--- config.mk ---
export PLATFORM = sky130hd
export DESIGN_NAME = obi_to_vx_bridge_flat
export DESIGN_NICKNAME = d
export VERILOG_FILES = /design/src/rtl/obi_vx_bridge_pkg.sv /design/src/rtl/obi_to_vx_bridge_if.sv /design/src/rtl/obi_to_vx_bridge_rob.sv /design/src/rtl/obi_to_vx_bridge.sv /design/src/flat_wrapper.sv
export SDC_FILE = /design/constraint.sdc
export NUM_CORES = 1
export LEC_CHECK = 0
export ABC_AREA = 1
export BUFFER_PORTS_ARGS = -buffer_cell sky130_fd_sc_hd__buf_2
export CAP_MARGIN = 25
export CORE_ASPECT_RATIO = 1.75
export CORE_MARGIN = 1
export CORE_UTILIZATION = 35
export CTS_CLUSTER_SIZE = 14
export DETAILED_ROUTE_END_ITERATION = 10
export GPL_TIMING_DRIVEN = 1
export SLEW_MARGIN = 10
export SYNTH_ARGS = -nofsm -noshare
export SYNTH_HDL_FRONTEND = slang
export SYNTH_SLANG_ARGS = --single-unit
export TNS_END_PERCENT = 100
--- constraint.sdc ---
create_clock -name clk_i -period 6.45 [get_ports clk_i]
set_input_delay 0.3225 -clock clk_i [delete_from_list [all_inputs] [get_ports clk_i]]
set_output_delay 0.3225 -clock clk_i [all_outputs]
set_load 0.05 [all_outputs]
--- src/rtl/obi_vx_bridge_pkg.sv ---
// Shared types and widths for the OBI -> VX memory bridge.
package obi_vx_bridge_pkg;

  localparam int OBI_DATA_W = 32;
  localparam int OBI_ADDR_W = 32;
  localparam int OBI_BE_W   = 4;

  typedef struct packed {
    logic                  busy;
    logic                  done;
    logic                  we;
    logic [OBI_DATA_W-1:0] rdata;
  } slot_t;

endpackage

--- src/rtl/obi_to_vx_bridge_if.sv ---
// Bus interfaces for the bridge: OBI request/response and VX memory request/response.
interface obi_req_if;
  import obi_vx_bridge_pkg::*;
  logic                  req;
  logic                  gnt;
  logic [OBI_ADDR_W-1:0] addr;
  logic                  we;
  logic [OBI_BE_W-1:0]   be;
  logic [OBI_DATA_W-1:0] wdata;

  modport master (output req, addr, we, be, wdata, input gnt);
  modport slave  (input req, addr, we, be, wdata, output gnt);
endinterface

interface obi_rsp_if;
  import obi_vx_bridge_pkg::*;
  logic                  rvalid;
  logic [OBI_DATA_W-1:0] rdata;

  modport master (output rvalid, rdata);
  modport slave  (input rvalid, rdata);
endinterface

interface VX_mem_req_if #(parameter int TAG_W = 2);
  import obi_vx_bridge_pkg::*;
  logic                  valid;
  logic                  ready;
  logic                  rw;
  logic [OBI_BE_W-1:0]   byteen;
  logic [OBI_ADDR_W-1:0] addr;
  logic [OBI_DATA_W-1:0] data;
  logic [TAG_W-1:0]      tag;

  modport master (output valid, rw, byteen, addr, data, tag, input ready);
  modport slave  (input valid, rw, byteen, addr, data, tag, output ready);
endinterface

interface VX_mem_rsp_if #(parameter int TAG_W = 2);
  import obi_vx_bridge_pkg::*;
  logic                  valid;
  logic                  ready;
  logic [OBI_DATA_W-1:0] data;
  logic [TAG_W-1:0]      tag;

  modport master (output valid, data, tag, input ready);
  modport slave  (input valid, data, tag, output ready);
endinterface

--- src/rtl/obi_to_vx_bridge_rob.sv ---
// Reorder buffer: slot array, pointers, done-marking and in-order retire to OBI.
// Optional same-cycle read bypass when OBI_VX_RSP_BYPASS_EN is defined.
module obi_vx_rob
  import obi_vx_bridge_pkg::*;
#(
  parameter  int DEPTH = 4,
  parameter  int TAG_W = 2,
  localparam int PTR_W = $clog2(DEPTH),
  localparam int CNT_W = PTR_W + 1
) (
  input  logic                  clk_i,
  input  logic                  rst_i,
  input  logic                  alloc,
  input  logic                  alloc_we,
  input  logic                  issue_hs,
  input  logic                  issue_we,
  input  logic [TAG_W-1:0]      issue_tag,
  input  logic                  rsp_valid,
  input  logic [TAG_W-1:0]      rsp_tag,
  input  logic [OBI_DATA_W-1:0] rsp_data,
  output logic [PTR_W-1:0]      wr_ptr,
  output logic [CNT_W-1:0]      count,
  output logic                  rvalid,
  output logic [OBI_DATA_W-1:0] rdata
);

  slot_t                 slots_r [DEPTH];
  logic [PTR_W-1:0]      wr_ptr_r, rd_ptr_r;
  logic [CNT_W-1:0]      count_r;
  logic                  rvalid_r;
  logic [OBI_DATA_W-1:0] rdata_r;

  logic [PTR_W-1:0]      rsp_idx_s, wr_idx_s;
  logic                  rsp_ok_s, wr_ok_s, head_rsp_s, retire_s, byp_s;
  logic [OBI_DATA_W-1:0] retire_data_s;
  slot_t                 head_s;

  // Done events from this cycle count toward the head retire so rvalid is only one register late.
  always_comb begin
    rsp_idx_s     = rsp_tag[PTR_W-1:0];
    wr_idx_s      = issue_tag[PTR_W-1:0];
    head_s        = slots_r[rd_ptr_r];
    rsp_ok_s      = rsp_valid && (rsp_tag == TAG_W'(rsp_idx_s)) && slots_r[rsp_idx_s].busy
                    && !slots_r[rsp_idx_s].done && !slots_r[rsp_idx_s].we;
    wr_ok_s       = issue_hs && issue_we;
    head_rsp_s    = rsp_ok_s && (rsp_idx_s == rd_ptr_r);
    retire_s      = head_s.busy && (head_s.done || head_rsp_s || (wr_ok_s && (wr_idx_s == rd_ptr_r)));
    if (head_s.we) begin
      retire_data_s = '0;
    end else if (head_s.done) begin
      retire_data_s = head_s.rdata;
    end else begin
      retire_data_s = rsp_data;
    end
`ifdef OBI_VX_RSP_BYPASS_EN
    byp_s         = head_rsp_s && !rvalid_r;
`else
    byp_s         = 1'b0;
`endif
  end

  // Slot state, pointers, count and the registered OBI response.
  always_ff @(posedge clk_i) begin
    if (rst_i) begin
      for (int i = 0; i < DEPTH; i++) begin
        slots_r[i] <= '0;
      end
      wr_ptr_r <= '0;
      rd_ptr_r <= '0;
      count_r  <= '0;
      rvalid_r <= 1'b0;
      rdata_r  <= '0;
    end else begin
      if (alloc) begin
        slots_r[wr_ptr_r] <= '{busy: 1'b1, done: 1'b0, we: alloc_we, rdata: '0};
        wr_ptr_r          <= wr_ptr_r + PTR_W'(1);
      end
      if (wr_ok_s) begin
        slots_r[wr_idx_s].done <= 1'b1;
      end
      if (rsp_ok_s) begin
        slots_r[rsp_idx_s].done  <= 1'b1;
        slots_r[rsp_idx_s].rdata <= rsp_data;
      end
      if (retire_s) begin
        slots_r[rd_ptr_r] <= '0;
        rd_ptr_r          <= rd_ptr_r + PTR_W'(1);
      end
      rvalid_r <= retire_s && !byp_s;
      rdata_r  <= (retire_s && !byp_s) ? retire_data_s : '0;
      case ({alloc, retire_s})
        2'b10:   count_r <= count_r + CNT_W'(1);
        2'b01:   count_r <= count_r - CNT_W'(1);
        default: count_r <= count_r;
      endcase
    end
  end

  assign wr_ptr = wr_ptr_r;
  assign count  = count_r;
  assign rvalid = rvalid_r || byp_s;
  assign rdata  = byp_s ? rsp_data : rdata_r;

endmodule

--- src/rtl/obi_to_vx_bridge.sv ---
// OBI responder -> VX memory initiator with DEPTH outstanding, in-order OBI responses.
// Define OBI_VX_RSP_BYPASS_EN for a same-cycle read-response bypass.
module obi_to_vx_bridge
  import obi_vx_bridge_pkg::*;
#(
  parameter int DEPTH         = 4,
  parameter int TAG_WIDTH_BIT = 2
) (
  input  logic          clk_i,
  input  logic          rst_i,
  obi_req_if.slave      obi_mem_req,
  obi_rsp_if.master     obi_mem_rsp,
  VX_mem_req_if.master  vx_mem_req,
  VX_mem_rsp_if.slave   vx_mem_rsp
);

  localparam int PTR_W = $clog2(DEPTH);
  localparam int CNT_W = PTR_W + 1;

  logic                     issue_valid_r, issue_we_r;
  logic [OBI_BE_W-1:0]      issue_be_r;
  logic [OBI_ADDR_W-1:0]    issue_addr_r;
  logic [OBI_DATA_W-1:0]    issue_wdata_r;
  logic [TAG_WIDTH_BIT-1:0] issue_tag_r;

  logic [PTR_W-1:0]         wr_ptr_s;
  logic [CNT_W-1:0]         count_s;
  logic                     vx_hs_s, gnt_s;

  assign vx_hs_s = issue_valid_r && vx_mem_req.ready;
  assign gnt_s   = obi_mem_req.req && (count_s < CNT_W'(DEPTH)) && (!issue_valid_r || vx_hs_s);

  // Single-entry issue register; a new grant may refill it in the cycle it drains.
  always_ff @(posedge clk_i) begin
    if (rst_i) begin
      issue_valid_r <= 1'b0;
      issue_we_r    <= 1'b0;
      issue_be_r    <= '0;
      issue_addr_r  <= '0;
      issue_wdata_r <= '0;
      issue_tag_r   <= '0;
    end else if (gnt_s) begin
      issue_valid_r <= 1'b1;
      issue_we_r    <= obi_mem_req.we;
      issue_be_r    <= obi_mem_req.be;
      issue_addr_r  <= obi_mem_req.addr;
      issue_wdata_r <= obi_mem_req.wdata;
      issue_tag_r   <= TAG_WIDTH_BIT'(wr_ptr_s);
    end else if (vx_hs_s) begin
      issue_valid_r <= 1'b0;
    end else begin
      issue_valid_r <= issue_valid_r;
    end
  end

  assign obi_mem_req.gnt   = gnt_s;
  assign vx_mem_req.valid  = issue_valid_r;
  assign vx_mem_req.rw     = issue_we_r;
  assign vx_mem_req.byteen = issue_be_r;
  assign vx_mem_req.addr   = issue_addr_r;
  assign vx_mem_req.data   = issue_wdata_r;
  assign vx_mem_req.tag    = issue_tag_r;
  assign vx_mem_rsp.ready  = 1'b1;

  obi_vx_rob #(
    .DEPTH (DEPTH),
    .TAG_W (TAG_WIDTH_BIT)
  ) u_rob (
    .clk_i     (clk_i),
    .rst_i     (rst_i),
    .alloc     (gnt_s),
    .alloc_we  (obi_mem_req.we),
    .issue_hs  (vx_hs_s),
    .issue_we  (issue_we_r),
    .issue_tag (issue_tag_r),
    .rsp_valid (vx_mem_rsp.valid),
    .rsp_tag   (vx_mem_rsp.tag),
    .rsp_data  (vx_mem_rsp.data),
    .wr_ptr    (wr_ptr_s),
    .count     (count_s),
    .rvalid    (obi_mem_rsp.rvalid),
    .rdata     (obi_mem_rsp.rdata)
  );

endmodule

--- src/flat_wrapper.sv ---
// flat-port wrapper written by rule: the top's interface ports become plain ports
module obi_to_vx_bridge_flat import obi_vx_bridge_pkg::*;
#(
  parameter int DEPTH         = 4,
  parameter int TAG_WIDTH_BIT = 2
)
  (clk_i, rst_i, obi_mem_req_req, obi_mem_req_addr, obi_mem_req_we, obi_mem_req_be, obi_mem_req_wdata, obi_mem_req_gnt, obi_mem_rsp_rvalid, obi_mem_rsp_rdata, vx_mem_req_valid, vx_mem_req_rw, vx_mem_req_byteen, vx_mem_req_addr, vx_mem_req_data, vx_mem_req_tag, vx_mem_req_ready, vx_mem_rsp_valid, vx_mem_rsp_data, vx_mem_rsp_tag, vx_mem_rsp_ready);
  obi_req_if obi_mem_req_i ();
  obi_rsp_if obi_mem_rsp_i ();
  VX_mem_req_if #(.TAG_W(2)) vx_mem_req_i ();
  VX_mem_rsp_if #(.TAG_W(2)) vx_mem_rsp_i ();
  input  logic clk_i;
  input  logic rst_i;
  input wire logic [$bits(obi_mem_req_i.req)-1:0] obi_mem_req_req;
  input wire logic [$bits(obi_mem_req_i.addr)-1:0] obi_mem_req_addr;
  input wire logic [$bits(obi_mem_req_i.we)-1:0] obi_mem_req_we;
  input wire logic [$bits(obi_mem_req_i.be)-1:0] obi_mem_req_be;
  input wire logic [$bits(obi_mem_req_i.wdata)-1:0] obi_mem_req_wdata;
  output wire logic [$bits(obi_mem_req_i.gnt)-1:0] obi_mem_req_gnt;
  output wire logic [$bits(obi_mem_rsp_i.rvalid)-1:0] obi_mem_rsp_rvalid;
  output wire logic [$bits(obi_mem_rsp_i.rdata)-1:0] obi_mem_rsp_rdata;
  output wire logic [$bits(vx_mem_req_i.valid)-1:0] vx_mem_req_valid;
  output wire logic [$bits(vx_mem_req_i.rw)-1:0] vx_mem_req_rw;
  output wire logic [$bits(vx_mem_req_i.byteen)-1:0] vx_mem_req_byteen;
  output wire logic [$bits(vx_mem_req_i.addr)-1:0] vx_mem_req_addr;
  output wire logic [$bits(vx_mem_req_i.data)-1:0] vx_mem_req_data;
  output wire logic [$bits(vx_mem_req_i.tag)-1:0] vx_mem_req_tag;
  input wire logic [$bits(vx_mem_req_i.ready)-1:0] vx_mem_req_ready;
  input wire logic [$bits(vx_mem_rsp_i.valid)-1:0] vx_mem_rsp_valid;
  input wire logic [$bits(vx_mem_rsp_i.data)-1:0] vx_mem_rsp_data;
  input wire logic [$bits(vx_mem_rsp_i.tag)-1:0] vx_mem_rsp_tag;
  output wire logic [$bits(vx_mem_rsp_i.ready)-1:0] vx_mem_rsp_ready;
  assign obi_mem_req_i.req = obi_mem_req_req;
  assign obi_mem_req_i.addr = obi_mem_req_addr;
  assign obi_mem_req_i.we = obi_mem_req_we;
  assign obi_mem_req_i.be = obi_mem_req_be;
  assign obi_mem_req_i.wdata = obi_mem_req_wdata;
  assign obi_mem_req_gnt = obi_mem_req_i.gnt;
  assign obi_mem_rsp_rvalid = obi_mem_rsp_i.rvalid;
  assign obi_mem_rsp_rdata = obi_mem_rsp_i.rdata;
  assign vx_mem_req_valid = vx_mem_req_i.valid;
  assign vx_mem_req_rw = vx_mem_req_i.rw;
  assign vx_mem_req_byteen = vx_mem_req_i.byteen;
  assign vx_mem_req_addr = vx_mem_req_i.addr;
  assign vx_mem_req_data = vx_mem_req_i.data;
  assign vx_mem_req_tag = vx_mem_req_i.tag;
  assign vx_mem_req_i.ready = vx_mem_req_ready;
  assign vx_mem_rsp_i.valid = vx_mem_rsp_valid;
  assign vx_mem_rsp_i.data = vx_mem_rsp_data;
  assign vx_mem_rsp_i.tag = vx_mem_rsp_tag;
  assign vx_mem_rsp_ready = vx_mem_rsp_i.ready;
  obi_to_vx_bridge #(.DEPTH(DEPTH), .TAG_WIDTH_BIT(TAG_WIDTH_BIT)) u_core (.clk_i(clk_i), .rst_i(rst_i), .obi_mem_req(obi_mem_req_i), .obi_mem_rsp(obi_mem_rsp_i), .vx_mem_req(vx_mem_req_i), .vx_mem_rsp(vx_mem_rsp_i));
endmodule
# Word-level counts from Yosys, hierarchy flattened
# Memory sizes are Yosys's and may differ from the RTL's. A register that Yosys moved wholly into a read port is not among the register bits.
# Cells that the tools add are included.
# classes
n_lt_le_gt_ge	1
add_sub_neg	4
n_mux	32
n_reduce_logical	23
n_eq_ne	4
bitwise	1
# ops
cell	n
$mux 35	4
$reduce_or 35->1	4
$mux 32	1
$mux 1	18
$mux 2	8
$logic_and 1x1->1	10
$pmux 3 s2	1
$add 2x1->2 const B	2
$eq 2x2->1	2
$reduce_bool 2->1	2
$add 3x1->3 const B	1
$logic_not 1->1	3
$logic_or 1x1->1	3
$lt 3x3->1 const B	1
$reduce_or 3->1	1
$sub 3x1->3 const B	1
$eq 2x1->1 const B	1
$eq 2x2->1 const B	1
$not 1->1	1
# totals
elab_cells	77
regBits	112
ram_bits	140
n_memories	1
out_inout_bits	107
# memory_table
memory	depth	word_bits	rd	rd_ports_with_merged_regs	write_ports	line	text
u_core.u_rob.slots_r	4	35	2	1	4	obi_to_vx_bridge_rob.sv:27	slot_t slots_r [DEPTH];

# Depth between registers and ports, before layout
# Gate-level depths: netlist of run 1.
# An unclocked memory read counts as a cell.
# logic_depth
word_depth	13
ltp_mapped	16
ltp_nobuf	15

# Hierarchy
# From an unflattened synthesis of run 1, not the netlist that was laid out.
# unflattened
cells_unflattened	1922
area_unflattened_um2	12913.6
# modules_own_cells
mod	area_each_um2	cells_each	seq_area_each_um2	instances
obi_vx_rob	9661.8	1446	3643.5	1
obi_to_vx_bridge	3251.9	476	1441.4	1

# Least setup slack after synthesis of run 1
# Ideal clock, no wire load.
# synth_timing
path_type	register to register
startpoint	register u_core.issue_tag_r[0], in the netlist u_core.vx_mem_req.tag[0]
endpoint	register u_core.u_rob.count_r[2], in the netlist u_core.u_rob.count[2]
path_buffers	0
setup_time_ns	0.070
t_arrival_ns	2.331
t_required_ns	6.380
slack_ns	4.049
stages_incl_launch_ff	14
period_less_slack_ns	2.401
cell_sequence	dfxtp_1 > xnor2_1 > nand3_1 > nand2_1 > inv_2 > nand2_8 > nand2_1 > inv_1 > ha_1 > fa_1 > a21oi_1 > o21a_1 > o21ai_0 > a21oi_1
# synth_between
elab_chain_len	6
word_cells_on_any_way	8
classes_between	eq/ne: 3; mux: 1; reduce/logical: 4
# synth_rtl
element	line	text
start, declared	obi_to_vx_bridge.sv:24	logic [TAG_WIDTH_BIT-1:0] issue_tag_r;
start signal, assigned	obi_to_vx_bridge.sv:48	issue_tag_r <= TAG_WIDTH_BIT'(wr_ptr_s);
$eq 2x2->1 (*)	obi_to_vx_bridge_rob.sv:47	retire_s = head_s.busy && (head_s.done || head_rsp_s || (wr_ok_s && (wr_idx_s == rd_ptr_r)));
$logic_and 1x1->1 (*)	obi_to_vx_bridge_rob.sv:47	
$logic_or 1x1->1 (*)	obi_to_vx_bridge_rob.sv:47	
$logic_and 1x1->1 (*)	obi_to_vx_bridge_rob.sv:47	
net u_core.u_rob.retire_s	obi_to_vx_bridge_rob.sv:34	logic rsp_ok_s, wr_ok_s, head_rsp_s, retire_s, byp_s;
$eq 2x1->1 / $eq 2x2->1 (equally long branches)	obi_to_vx_bridge_rob.sv:91	case ({alloc, retire_s})
$pmux 3 s2 / $reduce_bool 2->1 (equally long branches)	-	
end signal, assigned	obi_to_vx_bridge_rob.sv:92	2'b10: count_r <= count_r + CNT_W'(1);
end signal, assigned	obi_to_vx_bridge_rob.sv:93	2'b01: count_r <= count_r - CNT_W'(1);
end signal, assigned	obi_to_vx_bridge_rob.sv:94	default: count_r <= count_r;
end, declared	obi_to_vx_bridge_rob.sv:29	logic [CNT_W-1:0] count_r;
# Mark *: on every way through the listed nets, which the timed path passes. The rest lies on a longest branch.
# A chain may end at the register's enable or synchronous reset.

==> summary by stage, run 1 <==
Placement
The setup slack at placement is 2.85 ns. The final weighted congestion in routability-driven placement is between 0.8 and 0.9. The cell area reported after detailed placement is between 10000 and 15000 um^2.

In this run the tool buffered the top-level ports with 213 buffer cells. Detailed placement ended at an HPWL of 23.4 mm.

Yosys
The prevailing post-synth register cell is sky130_fd_sc_hd__dfxtp_1. The number of warnings issued by yosys is 0. The area share of the leading cell type in the synthesized netlist is 42.1%. The average cell area after synthesis is 6.88 um^2. Of the synthesized area, sequential elements account for 42.1%. The fraction of registers with async set/reset is 0%. After synthesis, the cell types taking the most area are sky130_fd_sc_hd__dfxtp_1 (42%), sky130_fd_sc_hd__nand2_1 (12%), sky130_fd_sc_hd__nor2_1 (7.7%). In the synthesized netlist, the number of instances is 1758.

By instance count, the leading cell after synthesis is sky130_fd_sc_hd__nand2_1. In the synthesized netlist, the cells that appear most often are sky130_fd_sc_hd__nand2_1 (383), sky130_fd_sc_hd__dfxtp_1 (254), sky130_fd_sc_hd__nor2_1 (248), sky130_fd_sc_hd__nand3_1 (174), sky130_fd_sc_hd__inv_1 (146). The number of nets handed over by synthesis was about 1900. Yosys mapped a number of flops with a built-in enable equal to 0. The netlist uses 35 different library cells. Of all cell types, the one taking the most synthesized area is sky130_fd_sc_hd__dfxtp_1.

Counting flops and latches in the post-synthesis netlist gives about 250. The cell area after synthesis is 12100 um^2.

Finish
In the final design database the tool counted 1995 nets. The post-route cell area is 14100 um^2. Cells with a size suffix above 1 make up about a fifth of the layout. The antenna diode instance count is 0. For this run, the share of the core covered by cells in the final layout is 41.7%.

The area overhead of the layout relative to synthesis is 16.9%.

Power
Sequential cells account for 43.9% of the total power. Summed over all nets, the switching power comes to 1.10 mW. The analysis attributes to cell leakage a power of roughly 7.7 nW.

The worst ir drop on vdd is 0.220 mV. Net switching is approximately 29% of the power. Power spread over the standard cell area amounts to 267 nW/um^2. In this run, the clock network consumes 41.8% of the power. Combinational logic burns between 10% and 20% of the power. The internal power is 2.67 mW.

Global route
The all-layer global routing usage is 21.2%. The initial antenna violation count is 3. The wire length of the first global-routing pass is approximately 59 mm. For this run the aggregate overflow at the end of global routing stands at 0. The number of global-route vias before repair is 11436. Entering global routing, the biggest net connects ~140 pins.

Routing
Using the TritonRoute via totals, the vias-per-cell ratio works out to 5.10. In the routed design, unresolved DRC markers number 0. The first routing iteration left 900 violations. The total length of routed wires is 37.4 mm.

The number of iterations in the first detailed-routing pass is 5. The detailed router placed around 12000 vias in this run. The count of nets left with antenna violations once routing finished came out at 0. The detailed-route wire length per cell is 15.9 um.

Floorplanning
The floorplan step defined a die boundary enclosing 35300 um^2. The row count is 89. In this run the standard cell core region covers 33900 um^2. The starting density of the core is 35.7%. The number of ports placed on the die boundary is 215. The vertical extent of the die is between 200 and 250 um. The floorplan step set the die width to about 140 um.

STA
The final-report setup violation count is 0. Of the available clock period, the critical path in the final layout requires roughly 55%. For the pin with the worst max-slew slack, the measured transition is 1.04 ns. The worst path in the final design needs a cycle of 3.58 ns, including I/O delays and setup. The maximum frequency from static timing analysis is 279 MHz. The worst pin sits at a relative slew slack of 30.8%.

The final count of pins violating max slew is 0. Setup total negative slack on the finished layout was measured at 0 ns. The final-report hold violation count is 0. Setup repair after global routing left no endpoint under its margin. In the post-route analysis, the smallest setup slack over all paths is between 2 and 3 ns. The final setup skew is 0.0191 ns.

Clocking
The number of buffers added for setup after CTS is 0. The insertion delay of the later-clocked pin in the worst-skew pair is between 0.5 and 0.6 ns. The number of levels the H-tree was split into is 1.

The clock tree from TritonCTS is yes. The total CTS buffers is 26. The maximum root-to-sink buffer count is 3.

Clock-pin slew was measured on the worst setup and hold paths at 0.06 ns. The number of gates resized after CTS is 0. The clock net sink count is 254. The root buffer cell is sky130_fd_sc_hd__clkbuf_16.

Setup path
The slack of the worst reg-to-reg path is 2.87 ns. The stage delay of the slowest cell on the critical path is around 0.60 ns. At the worst endpoint, the required time is 6.93 ns. The critical path contains buffers and inverters numbering 4 combined. The length in cells of the worst reg-to-reg path is 16. The critical path arrival is just over 4 ns. The endpoint class of the critical path is a flip-flop.

The class of the most critical setup path is reg2reg. The sort of element at the start of the critical path is a flip-flop. The maximum fanout encountered on the critical timing path is 35. Walking the worst path, the cells encountered are inv_2 -> a21oi_2 -> o21ai_2 -> buf_4 -> nand2_2 -> nand2_1 -> inv_2 -> nand2_8 -> nand2_1 -> inv_1 -> ha_1 -> fa_1 -> a21oi_1 -> o21a_1 -> o21ai_0 -> a21oi_1. The cell family with the largest share of critical-path delay is simple AND/OR/NAND/NOR gates.

The worst register-to-register path ends at u_core.u_rob.count[2]. The cell with the largest stage delay on the worst path is sky130_fd_sc_hd__nand2_2.

Job
The reported max-cap violation count is 0.

Run status
The flow ran to the end, and the final reports show no timing, DRC or antenna violations.

Worst hold path
The path with the worst hold slack has its endpoint at u_core.vx_mem_req.addr[27]. The tightest min-delay check is of the in2reg type. The launch point of the worst hold path is obi_mem_req_addr[27]. The worst hold path stage count is 3.
cells by family (layout without fill, tap and decap cells):
logic type | Yosys count | after routing | share of synthesized area (%)
xor gates and xnor gates | 3 | 3 | 0.217
buffers and inverters | 341 | 484 | 12.3
DFF | 254 | 254 | 42.1
and+or+nand+nor | 958 | 958 | 36.0
other | 1 | 1 | 0.0310
adders and majority gates | 6 | 6 | 0.683
AOI/OAI and AO/OA | 195 | 195 | 8.73
placed cells by master (no fill, tap or decap), types with 2 or more instances in the layout:
master and count:
sky130_fd_sc_hd__o21a_1 2, sky130_fd_sc_hd__clkinv_2 7, sky130_fd_sc_hd__a21oi_1 10, sky130_fd_sc_hd__o21ai_1 3, sky130_fd_sc_hd__nor2_2 2, sky130_fd_sc_hd__o22ai_1 32, sky130_fd_sc_hd__clkbuf_16 27, sky130_fd_sc_hd__buf_16 3
sky130_fd_sc_hd__inv_4 2, sky130_fd_sc_hd__clkinvlp_4 4, sky130_fd_sc_hd__dfxtp_1 253, sky130_fd_sc_hd__inv_2 54, sky130_fd_sc_hd__nor2_1 248, sky130_fd_sc_hd__a21oi_2 4, sky130_fd_sc_hd__nand4_1 128, sky130_fd_sc_hd__nand4_4 5
sky130_fd_sc_hd__bufinv_16 3, sky130_fd_sc_hd__nand2_2 4, sky130_fd_sc_hd__buf_4 15, sky130_fd_sc_hd__buf_2 213, sky130_fd_sc_hd__o21ai_0 141, sky130_fd_sc_hd__nand2_1 383, sky130_fd_sc_hd__o21ai_2 2, sky130_fd_sc_hd__xnor2_1 2
sky130_fd_sc_hd__nand4_2 5, sky130_fd_sc_hd__ha_1 5, sky130_fd_sc_hd__nor2_4 5, sky130_fd_sc_hd__clkbuf_1 3, sky130_fd_sc_hd__inv_1 146, sky130_fd_sc_hd__clkbuf_8 3, sky130_fd_sc_hd__nand3_1 174
stage by stage:
| stage | power, mW | instances | hold WS, ns |
|---|---|---|---|
| 4_1_cts | 3.82 | 2356 | 0.000934 |
| 5_1_grt | 3.92 | 2356 | 0.0217 |
| 3_3_place_gp | 2.23 | 2303 | 0.457 |
| 3_5_place_dp | 2.23 | 2307 | 0.453 |
| 6_report | 3.78 | 2356 | 0.0247 |
| 2_1_floorplan | 2.07 | 1758 | 0.423 |
power by group through the flow:
stage                     combinational, mW  clock (mW)  sequential [mW]
after floorplan                       0.244           0             1.83
after global placement                0.538           0             1.69
after detailed placement              0.543           0             1.69
after CTS                             0.544        1.62             1.66
after global routing                  0.587        1.67             1.66
final                                 0.543        1.58             1.66
registers in the layout, summed over array words and instances (netlist names), named ones only:
name and count:
u_core.vx_mem_req.valid 1, u_core.u_rob.rd_ptr_r 2, u_core.vx_mem_req.byteen 4, u_core.u_rob.slots_r 140, u_core.vx_mem_req.rw 1, u_core.u_rob.rvalid 1
u_core.vx_mem_req.tag 2, u_core.vx_mem_req.addr 32, u_core.u_rob.count 3, u_core.vx_mem_req.data 32, u_core.u_rob.wr_ptr 2, u_core.u_rob.rdata 32
repair_timing:
item	in CTS	in global routing
hold buffers	1	0
setup endpoints to repair	0	0
hold endpoints to repair	1	0
layout make-up:
type / count / area, um^2
repair buffers: 233 / 1290
fillers: 3647 / 19700
clock inverters: 15 / 164
multi-input cells: 1163 / 5530
well taps: 455 / 569
flip-flops and latches: 254 / 5090
inverters: 203 / 772
clock buffers: 33 / 728
worst reg2reg max path: stages (launching register included):
cell,delay (ns)
sky130_fd_sc_hd__dfxtp_1,0.35
sky130_fd_sc_hd__inv_2,0.27
sky130_fd_sc_hd__a21oi_2,0.22
sky130_fd_sc_hd__o21ai_2,0.06
sky130_fd_sc_hd__buf_4,0.28
sky130_fd_sc_hd__nand2_2,0.60
sky130_fd_sc_hd__nand2_1,0.15
sky130_fd_sc_hd__inv_2,0.14
sky130_fd_sc_hd__nand2_8,0.10
sky130_fd_sc_hd__nand2_1,0.10
sky130_fd_sc_hd__inv_1,0.05
sky130_fd_sc_hd__ha_1,0.22
sky130_fd_sc_hd__fa_1,0.46
sky130_fd_sc_hd__a21oi_1,0.14
sky130_fd_sc_hd__o21a_1,0.15
sky130_fd_sc_hd__o21ai_0,0.07
sky130_fd_sc_hd__a21oi_1,0.16
metal layers:
metal	vias to the layer above	global-route usage, %	routed length [um]	share of wire [%]
li1	5903	-	-	-
met1	5544	23.0	14100	38
met2	458	39.1	19400	52
met3	95	3.69	2340	6.2
met4	6	10.3	1580	4.2
met5	-	0	41	0.11
worst max path at each step:
stage                                        start               endpoint  slack (ns)  cells after the start
final                                    flip-flop  u_core.u_rob.count[2]        2.87                     16
after global routing                     flip-flop  u_core.u_rob.count[2]        2.57                     16
after CTS                                flip-flop  u_core.u_rob.count[2]        2.84                     16
after detailed placement                 flip-flop  u_core.u_rob.count[2]        2.85                     16
after global placement                   flip-flop  u_core.u_rob.count[2]        2.90                     16
after floorplan           u_core.vx_mem_req.tag[0]  u_core.u_rob.count[2]        4.05                     13
Power figures use the tool's default switching activity.
==> run 2, diff against run 1 <==
==> constraint.sdc (replaced) <==
create_clock -name clk_i -period 3.58 [get_ports clk_i]
set_input_delay 0.179 -clock clk_i [delete_from_list [all_inputs] [get_ports clk_i]]
set_output_delay 0.179 -clock clk_i [all_outputs]
set_load 0.05 [all_outputs]
==> summary by stage, run 2 (synthesized netlist as in run 1, its figures left out) <==
Power
The worst ir drop on vdd was 0.415 mV (+89%). The power density over the cells came to 453 nW/um^2 (+69%). The static leakage power is 8.14 nW (+5.6%).

Clocking
The number of buffers added for setup after CTS is 0 (unchanged). The clock net sink count is 254 (unchanged). In this run the clock root is driven by a sky130_fd_sc_hd__clkbuf_16. The cts-stage hold buffer count is 97 (+96). The clock tree from TritonCTS is yes. The number of gates resized after CTS came to 0 (unchanged). The insertion delay of the later-clocked pin in the worst-skew pair is 0.55 ns (about the same). The maximum root-to-sink buffer count came to 3 (unchanged). The total CTS buffers was 26 (unchanged). The clock input transition at the sequential cells of the worst setup and hold paths is 0.07 ns (about the same). The number of levels the H-tree was split into was 1 (unchanged).

STA
Setup repair after global routing left no endpoint under its margin. The final-report setup violation count is 0 (unchanged). The slew at the pin closest to its max-slew limit is 0.750 ns (-0.286 ns). The final period utilization came to 74.9% (+19 points).

The final period demand of the worst path was 2.68 ns (-0.897 ns). The final setup skew is 0.0133 ns (-0.00580 ns). The final-report hold violation count came to 0 (unchanged). The tightest hold margin came to 0.00848 ns (-0.0162 ns). The final setup TNS was 0 ns (unchanged). The headroom to the max-slew limit came to 50.0% (+19 points).

The final count of pins violating max slew is 0 (unchanged). The maximum frequency from static timing analysis is 373 MHz (+33%).

Floorplanning
The row count was 89 (unchanged). The die area is 35300 um^2 (unchanged). The vertical extent of the die is 248 um (unchanged). The starting density of the core is 35.7% (unchanged). The area of the core came to 33900 um^2 (unchanged). The number of ports placed on the die boundary came to 215 (unchanged). The die outline width was 142 um (unchanged).

Run status
The flow ran to the end, and the final reports show no timing, DRC or antenna violations.

Setup path
The critical path in this run is classified as reg2reg. The sort of element at the start of the critical path is a flip-flop. The endpoint class of the critical path is a flip-flop.

The cell that appears most often on the critical path is sky130_fd_sc_hd__a21oi_1. The maximum fanout encountered on the critical timing path was 30 (-14%). Grouping stages by cell kind, the critical path spends the most delay in compound AO/OA/AOI/OAI gates.

The stage delay of the slowest cell on the critical path is 0.73 ns (+0.13 ns). The number of buffers and inverters on the critical path is 2 (-2). The worst endpoint required time is 4.06 ns (-2.87 ns).

The critical path arrival came to 3.16 ns (-0.90 ns). The signal on the critical path passes through inv_2 -> o21ai_1 -> o22ai_4 -> nand2_1 -> inv_1 -> ha_1 -> fa_1 -> a21oi_1 -> o21a_1 -> o21ai_0 -> a21oi_1. The slowest stage of the critical path is the sky130_fd_sc_hd__dfxtp_2 cell.

Global route
The all-layer global routing usage is 22.4% (+1.3 points). The global-route layer with the greatest usage is met2. The global-route track usage on met1 is 24.8% (+1.8 points). The routing usage on met2 is 41.2% (+2.0 points). The initial antenna violation count is 2 (-1). The wire length of the first global-routing pass is 62.9 mm (+6.2%). The total congestion overflow came to 0 (unchanged).

The met3 capacity usage during global routing was 3.49% (-0.19 points). The maximum number of pins on one net before global-route repair is 106 (-25%). The number of global-route vias before repair is 12069 (+5.5%).

Routing
The number of remaining DRC errors is 0 (unchanged). The total number of vias came to 12465 (+3.8%). The number of nets with antenna violations after routing is 0 (unchanged).

The mean number of vias per cell came to 5.06 (-0.77%). The DRC marker count from the first detailed-route iteration is 798 (-11%). The detailed-route wire length per cell is 16.2 um (+1.8%). The total length of routed wires is 39.8 mm (+6.5%). The number of iterations in the first detailed-routing pass was 5 (unchanged).

Worst hold path
The launch point of the worst hold path is vx_mem_rsp_data[20]. The tightest min-delay check is of the in2reg type.

Finish
Compared with the post-synthesis result, the final layout area differs by 25.1%. More flip-flops sit in one register than any other, and that register is u_core.u_rob.slots_r. The register area is 5090 um^2 (unchanged). The layout cell share with drive strength beyond 1 is 18.8% (-0.49 points). The area of combinational cells with multiple inputs came to 5530 um^2 (unchanged). The top cell types in the final layout, fill and taps aside, are sky130_fd_sc_hd__nand2_1 (383), sky130_fd_sc_hd__dfxtp_1 (253), sky130_fd_sc_hd__nor2_1 (248). The count of filler cells inserted in the layout came to 3479 (-4.6%). The most frequent standard cell in the layout excluding fill and tap cells is sky130_fd_sc_hd__nand2_1. The flip-flop count of the largest register, all copies and words added came to 140 (unchanged).

The number of nets in the finished design is 2103 (+5.4%).

Placement
The half-perimeter wire length after detailed placement was 22.8 mm (-2.6%). The number of buffers inserted by port buffering is 213 (unchanged). The final weighted congestion in routability-driven placement came to 0.833 (+2.0%).

Job
The reported max-cap violation count is 0 (unchanged).
run 2: changes by cell type in the layout (fill, tap and decap cells not counted), sizes merged:
cell / previous run / this run
inv: 203 / 204
dlygate4sd3: 1 / 97
diode: 0 / 1
clkbuf: 33 / 37
bufinv: 3 / 1
clkinvlp: 4 / 1
buf: 232 / 244
run 2: per-stage QoR:
step	cell area (um^2)	util, %	instances	setup WS, ns	total power, mW
6_report	15100	44.7	2465	0.898	6.84
5_1_grt	15100	44.7	2465	0.701	7.10
4_1_cts	15100	44.6	2463	0.885	6.89
3_5_place_dp	13300	39.2	2318	0.900	4.03
3_3_place_gp	13300	39.2	2318	0.936	4.02
2_1_floorplan	12100	-	1758	1.18	3.74
run 2: report_power, final:
group / internal, mW / switching (mW)
Sequential: 2.93 / 0.0611
Combinational: 0.307 / 0.770
Clock: 1.58 / 1.20
run 2: routing by layer:
metal	vias to the layer above	wire [um]
li1	6126	-
met1	5745	15600
met2	494	20200
met3	98	2510
met4	2	1560
met5	-	13
run 2: worst register-to-register path, cell delays in order, from the launching register on:
cell and delay, ns:
sky130_fd_sc_hd__dfxtp_2 0.73, sky130_fd_sc_hd__inv_2 0.10, sky130_fd_sc_hd__o21ai_1 0.23, sky130_fd_sc_hd__o22ai_4 0.20
sky130_fd_sc_hd__nand2_1 0.14, sky130_fd_sc_hd__inv_1 0.05, sky130_fd_sc_hd__ha_1 0.22, sky130_fd_sc_hd__fa_1 0.45
sky130_fd_sc_hd__a21oi_1 0.14, sky130_fd_sc_hd__o21a_1 0.15, sky130_fd_sc_hd__o21ai_0 0.07, sky130_fd_sc_hd__a21oi_1 0.14
run 2: worst paths after layout:
| kind | slack [ns] | to | cells past startpoint |
|---|---|---|---|
| min | 0.008 | u_core.u_rob.rdata[20] | 5 |
| min reg2reg | 0.45 | u_core.u_rob.count[2] | 1 |
| max | 0.90 | u_core.u_rob.count[2] | 11 |
| max reg2reg | 0.90 | u_core.u_rob.count[2] | 11 |
run 2: layout make-up:
type                            instances  share of cell area [%]
Multi-Input combinational cell       1163                    36.6
Tap cell                              455                    3.77
Clock buffer                           37                    5.12
Sequential cell                       254                    33.6
Inverter                              203                    5.11
Timing Repair Buffer                  341                    15.2
Clock inverter                         11                   0.571
Antenna cell                            1                  0.0166
